File: src/rtl/conv2d_1_filter_sched.sv
// Round-robin merge of NF filter-output FIFOs into one tagged result stream; dst beat 1 cycle after src_rdreq.
// dst_full stalls reads on the current filter without rotating; an empty source ends the grant.
module conv2d_1_filter_sched #(
  parameter int DWIDTH = 32,
  parameter int NF     = 4,
  parameter int PIXELS = 12544,
  parameter int BURST  = 16,
  localparam int TW    = (NF > 1) ? $clog2(NF) : 1
) (
  input  logic                 clock,
  input  logic                 reset,
  input  logic                 start,
  output logic                 busy,
  output logic                 done,
  input  logic [NF*DWIDTH-1:0] src_data,
  input  logic [NF-1:0]        src_empty,
  output logic [NF-1:0]        src_rdreq,
  output logic [DWIDTH-1:0]    dst_data,
  output logic [TW-1:0]        dst_tag,
  output logic                 dst_valid,
  input  logic                 dst_full
);
  localparam int CW = $clog2(PIXELS + 1);
  localparam int BW = $clog2(BURST + 1);

  typedef enum logic [2:0] {IDLE, SCAN, READ, FLUSH, DONE} state_t;

  state_t            state;
  logic [TW-1:0]     ptr;
  logic [TW-1:0]     ptr_nxt;
  logic [BW-1:0]     burst;
  logic [CW-1:0]     cnt [NF];
  logic              all_done;
  logic              rd_ok;
  logic              last_beat;
  logic [DWIDTH-1:0] src_word [NF];

  always_comb begin
    all_done = 1'b1;
    for (int i = 0; i < NF; i++) begin
      src_word[i] = src_data[i*DWIDTH +: DWIDTH];
      if (cnt[i] != CW'(PIXELS)) all_done = 1'b0;
    end
  end

  assign ptr_nxt = (ptr == TW'(NF - 1)) ? '0 : ptr + TW'(1);

  assign rd_ok = (state == READ) && !reset && !src_empty[ptr] && !dst_full &&
                 (burst < BW'(BURST)) && (cnt[ptr] < CW'(PIXELS));

  assign src_rdreq = rd_ok ? (NF'(1) << ptr) : '0;

  // The grant ends on the read that fills the burst or the frame, so SCAN follows immediately.
  assign last_beat = (burst == BW'(BURST - 1)) || (cnt[ptr] == CW'(PIXELS - 1));

  // The source q is valid the cycle after rdreq; the registered tag selects it.
  assign dst_data = dst_valid ? src_word[dst_tag] : '0;

  always_ff @(posedge clock) begin
    if (reset) begin
      state     <= IDLE;
      ptr       <= '0;
      burst     <= '0;
      busy      <= 1'b0;
      done      <= 1'b0;
      dst_valid <= 1'b0;
      dst_tag   <= '0;
      for (int i = 0; i < NF; i++) cnt[i] <= '0;
    end else begin
      done      <= 1'b0;
      dst_valid <= rd_ok;
      if (rd_ok) dst_tag <= ptr;
      case (state)
        IDLE: begin
          if (start) begin
            for (int i = 0; i < NF; i++) cnt[i] <= '0;
            ptr   <= '0;
            busy  <= 1'b1;
            state <= SCAN;
          end
        end
        SCAN: begin
          if (all_done) begin
            state <= FLUSH;
          end else if ((cnt[ptr] == CW'(PIXELS)) || src_empty[ptr]) begin
            ptr <= ptr_nxt;
          end else begin
            burst <= '0;
            state <= READ;
          end
        end
        READ: begin
          if (rd_ok) begin
            cnt[ptr] <= cnt[ptr] + CW'(1);
            burst    <= burst + BW'(1);
            if (last_beat) begin
              ptr   <= ptr_nxt;
              state <= SCAN;
            end
          end else if (src_empty[ptr] || (burst >= BW'(BURST)) ||
                       (cnt[ptr] == CW'(PIXELS))) begin
            ptr   <= ptr_nxt;
            state <= SCAN;
          end
        end
        FLUSH: begin
          busy  <= 1'b0;
          done  <= 1'b1;
          state <= DONE;
        end
        DONE: state <= IDLE;
        default: state <= IDLE;
      endcase
    end
  end
endmodule

File: config.mk
export PLATFORM = sky130hd
export DESIGN_NAME = conv2d_1_filter_sched
export DESIGN_NICKNAME = d
export VERILOG_FILES = /design/src/rtl/conv2d_1_filter_sched.sv
export SDC_FILE = /design/constraint.sdc
export NUM_CORES = 1
export LEC_CHECK = 0
export ABC_CLOCK_PERIOD_IN_PS = 3350
export CAP_MARGIN = 20
export CORE_MARGIN = 10
export CORE_UTILIZATION = 45
export CTS_CLUSTER_SIZE = 12
export DETAILED_ROUTE_END_ITERATION = 8
export PLACE_DENSITY = 0.82
export SYNTH_ARGS = -nofsm -noshare
export SYNTH_HDL_FRONTEND = slang
export SYNTH_SLANG_ARGS = --single-unit
File: constraint.sdc
create_clock -name clock -period 3.35 [get_ports clock]
set_input_delay 0.67 -clock clock [delete_from_list [all_inputs] [get_ports clock]]
set_output_delay 0.67 -clock clock [all_outputs]
set_load 0.1 [all_outputs]
======== Yosys cells after proc, flatten, opt, wreduce, memory -nomap -nowiden ========
Memory sizes are Yosys's and may differ from the RTL's. A register that Yosys moved wholly into a read port is not among the register bits.
Cells that the tools add are included.
Widths: inputs -> output; s select.
operators by class
  eq/ne operators ......................... 19
  bitwise logic cells ..................... 5
  add/sub/neg operators ................... 3
  $lt $le $gt $ge ......................... 5
  reductions and logical operators ........ 21
  multiplexer cells ....................... 52
  shift operators ......................... 1
operators with widths
  cell                   count
  $mux 32                3
  $mux 14                5
  $bmux 32 s2            1
  $ne 14x14->1 const B   4
  $eq 14x14->1 const B   2
  $mux 2                 10
  $mux 1                 18
  $mux 3                 6
  $mux 5                 3
  $add 14x1->14 const B  1
  $lt 14x14->1 const B   1
  $reduce_or 14->1       1
  $pmux 3 s4             1
  $ne 2x2->1 const B     5
  $pmux 5 s2             1
  $reduce_and 4->1       2
  $eq 3x2->1 const B     2
  $ne 3x3->1 const B     2
  $pmux 2 s3             1
  $reduce_and 6->1       1
  $add 5x1->5 const B    1
  $eq 5x4->1 const B     1
  $ge 5x5->1 const B     1
  $logic_and 1x1->1      5
  other kinds (19)       28
storage, ports and cells
  register bits after elaboration ......... 15
  bits in writable memories ............... 56
  input port bits ......................... 136
  logic and storage cells ................. 114
  output and inout port bits .............. 41
  memories ................................ 1
memory list
  memory  depth  width  read ports  clocked after Yosys merged registers in  write ports  line  source
  cnt     4      14     5           1                                        4            32    logic [CW-1:0] cnt [NF];

======== Logic depth before layout (Yosys ltp) ========
  word-level depth ........................ 13
  mapped depth ............................ 10

======== Least setup slack after synthesis ========
No wires, ideal clock.
  path type ............................... input to output
  from .................................... in src_empty[3]
  to ...................................... out src_rdreq[0]
  slack ................................... -233 ps
  stages .................................. 7
  data arrival time ....................... 2913 ps
  path through ............................ mux4_2 -> or4_1 -> a21oi_4 -> buf_4 -> nand2_2 -> buf_2 -> inv_1
on the way
  word-level cells in the longest chain between the ends .. 8
ends and longest elaborated chain
  item                            line  source
  start, declared                 16    input logic [NF-1:0] src_empty,
  $bmux 1 s2                      48    assign rd_ok = (state == READ) && !reset && !src_empty[ptr] && !dst_full &&
  $mux 1 (not written as such)    48
  $logic_not 1->1                 48
  $logic_and 1x1->1 (3 in a row)  48
  $logic_and 1x1->1               49    (burst < BW'(BURST)) && (cnt[ptr] < CW'(PIXELS));
  $mux 4                          51    assign src_rdreq = rd_ok ? (NF'(1) << ptr) : '0;
  end, declared                   17    output logic [NF-1:0] src_rdreq,
Every way passes these cells. The select of a mux whose other input is x is not followed.

==> results.md <==
- The run finished with clean final reports.
- Setup repair after global routing could not meet its margin everywhere.
- Measured in cells, the most critical reg-to-reg path has a length of 9.
- The shortest clock period the worst path allows after layout is 3.28 ns.
- The power per cell area is 403 nW/um2.
- The combinational cell fraction of total power is 0.341.
- The number of antenna violations at the first check in global routing is 2.
- The DRC violation count after routing is 0.
- Of all nets on the critical path, the largest fanout is 7.
- CTS placed an instance of clkbuf_8 at the clock tree root.
- The number of nets in the synthesized netlist is 518.
- The area fraction of the dominant cell type after synthesis is 0.363.
- Of the total power, registers draw 0.409.
- In this run the number of cells on the critical path is 6.
- The synthesized design spends more area on one cell type than any other, namely edfxtp_1.
- The net count of the finished layout is 707.
- The CTS tree is yes.
- Final hold analysis gives a worst-case slack of 0.518 ns.
- The floorplan has 36 rows.
- Setup violations remaining at the end of the flow were counted as 0.
- The total congestion overflow after global routing is 0.
- The capturing element type of the critical path is an output port.
- For flop-to-flop paths, the worst setup slack is 0.29 ns.
- Routability-driven placement finished with a final weighted congestion of 0.943.
- The most numerous cell in the Yosys netlist is nor2_1.
- The violation count after the first detailed-routing iteration is 425.
- The global-route wire length before repair is 25000 um.
- After routing, the total negative slack on setup checks comes to 0 ns.
- The starting density of the core is 0.468.
- The actual transition at the worst max-transition pin is 0.900 ns.
- The max-slew headroom at the worst pin is 0.399.
- The worst hold path begins at dst_tag[1]$_SDFFE_PP0P_.
- Of the total power, the clock network draws 0.250.
- Among all flip-flop cells after synthesis, the most frequent one is edfxtp_1.
- The commonest cells after synthesis are nor2_1 (69), edfxtp_1 (56), mux4_2 (41), and2_1 (37), dfxtp_1 (17).
- The via count of the first global-routing pass is 4016.
- The later pin in the worst-skew pair is clocked with a latency of 0.34 ns.
- Summed over all nets, the switching power comes to 0.925 mW.
- For this design the top-level I/O count stands at 177.
- The worst hold path was traced through 2 stages.
- The area occupied by multi-input gates is 2470 um2.
- The final clock skew is 0.0128 ns.
- The first TritonRoute pass finished after 5 iterations.
- The routed wire length is 17300 um.
- The wire-length estimate of the detail-placed layout is 14400 um.
- The routed layout has 4102 vias.
- Fill cells in the final layout number 652.
- The hold violation count in the final report was 0.
- Yosys mapped the design onto 49 distinct sky130hd cell types.
- The highest achievable clock rate is 305 MHz.
- Summing all non-filler instances in the final layout gives an area of 7310 um2.
- The synthesized instance count is 374.
- For this run, the number of Yosys warnings is 0.
- Yosys mapped a number of flops with a built-in enable equal to 56.
- The maximum buffer depth of the clock tree is 2.
- Together, buffers and inverters on the worst path number 2.
- The H-tree was split into 3 levels.
- Yosys attributes the largest share of cell area to edfxtp_1 (36%), mux4_2 (20%), dfxtp_1 (7.3%).
- At the end of the flow the core is filled with cells to 0.738.
- Of the total power, the share spent switching nets is 0.314.
- The count of input and output buffers is 176.
- The die extent in y is 122 um.
- In this run the cell area measured after placement is 7020 um2.
- The total standard cell area after synthesis is 4640 um2.
- The clock slew at the register clock pins of the worst setup and hold paths is 0.08 ns.
- The fraction of registers with async set/reset is 0.
- The critical path launch point type is a register.
- IR analysis of the VDD net gives a maximum drop of 0.000391 V.
- The per-cell via count in the routed design is 5.84.
- The cell family contributing the most delay on the critical path is simple AND/OR/NAND/NOR gates.
- Entering global routing, the biggest net connects 34 pins.
- A synthesized cell averages 12.4 um2.
- The final number of max-transition violations is 0.
- The area of the core region is 9910 um2.
- In this run the remaining antenna-violating nets after routing total 0.
- From synthesis to final layout, the design area changed by 57.6%.
- STA puts the critical path data required time at 2.68 ns.
- From left edge to right edge, the die measures 122 um.
- Dividing the detail-routed wire length by the instance count gives 24.7 um.
- The worst setup path is of the reg2out kind.
- The internal power component is 2.02 mW.
- The tightest min-delay check is of the reg2reg type.
- The static leakage power is 2.67 nW.
- For hold timing, the worst endpoint is dst_tag[1]$_SDFFE_PP0P_.
- Of the cells placed in the final design, the portion with a size suffix greater than 1 is 0.256.
- On the critical path, the stage with the largest delay is an instance of or4_4.
- The global router's overall resource usage is 0.224.
- The signal on the critical path passes through mux4_2, or4_4, a21oi_4, nand2_2, clkinvlp_4, buf_12.
- The max capacitance violation total is 0.
- The part of the cycle the worst path needs is 0.979.
- In the final layout, flip-flops and latches occupy 2030 um2.
- In this run, synthesis produced a sequential element count of 73.
- The die covers 14800 um2.
- CTS saw 73 sinks.
- The sequential area share after synthesis is 0.436.
- At the worst endpoint, the arrival time is 2.61 ns.
- In this run, CTS created clock tree buffers numbering 9.
- The maximum single-stage delay on the critical path is 0.59 ns.
worst max-delay path by stage:
stage | start | endpoint | slack, ns
floorplan | src_empty[3] | src_rdreq[0] | 0.02
global placement | src_empty[3] | src_rdreq[3] | -0.09
detailed placement | src_empty[2] | src_rdreq[3] | -0.12
CTS | register | src_rdreq[2] | 0.006
global route | register | src_rdreq[3] | -0.02
finish | register | src_rdreq[3] | 0.07
sequential cells by signal, indices dropped and copies added (netlist names), named ones only:
register	cells
state	3
ptr	2
cnt	56
burst	5
dst_valid	1
dst_tag	2
busy	1
done	1
per-stage QoR:
| step | worst slack, ns | total power, mW | cells |
|---|---|---|---|
| after floorplan | 0.0189 | 1.77 | 374 |
| after global placement | -0.0915 | 2.14 | 678 |
| after detailed placement | -0.115 | 2.18 | 678 |
| after CTS | 0.00631 | 2.92 | 694 |
| after global routing | -0.0232 | 3.06 | 702 |
| final | 0.0712 | 2.95 | 702 |
power groups by stage:
stage,combinational [mW],sequential (mW),clock [mW]
2_1_floorplan,0.583,1.19,0
3_3_place_gp,0.935,1.21,0
3_5_place_dp,0.967,1.22,0
4_1_cts,0.974,1.20,0.743
5_1_grt,1.06,1.21,0.783
6_report,1.00,1.21,0.735
cells in the final DEF, fill, tap and decap left out, types with 9 or more instances in the layout:
cell type        count
mux4_2              41
dfxtp_1             14
clkbuf_8             9
buf_4               25
and2_1              36
nand2_1             12
edfxtp_1            56
clkdlybuf4s50_1    131
nor2_1              69
buf_12              41
what timing repair did:
action                                 in CTS  in global routing
setup endpoints to repair                   4                  4
pin swaps                                   2                  4
resized for setup                           4                  6
endpoints found under the hold margin       0                  0
cloned                                      0                  0
hold buffers                                0                  0
setup buffers                               1                  6
kinds of logic after synthesis:
| logic type | after synthesis | share of synthesized area |
|---|---|---|
| AOI/OAI and AO/OA | 18 | 0.0370 |
| buffers and inverters | 35 | 0.0340 |
| adders and majority gates | 8 | 0.0216 |
| xor gates and xnor gates | 13 | 0.0246 |
| and+or+nand+nor | 174 | 0.200 |
| muxes | 53 | 0.247 |
| DFF | 73 | 0.436 |
final cells by class:
cell class,instances,area share
Multi-Input combinational cell,266,0.338
Timing Repair Buffer,201,0.324
Sequential cell,73,0.278
Tap cell,133,0.0228
Clock buffer,10,0.0175
Clock inverter,5,0.0111
Inverter,12,0.00822
Antenna cell,2,0.000685
tightest hold or removal path, delay by kind of cell, from the launching register on:
kind | cells | cell delay (ns)
multiplexers | 1 | 0.07
flip-flops | 1 | 0.34
AND/OR/NAND/NOR | 1 | 0.07
layer usage:
layer,vias up,global-route usage,share of wire
met5,-,0,0
met4,0,0.0514,0.017
met3,24,0.0600,0.10
met2,269,0.401,0.52
met1,2012,0.262,0.36
li1,1797,-,-
Power figures use the tool's default switching activity.
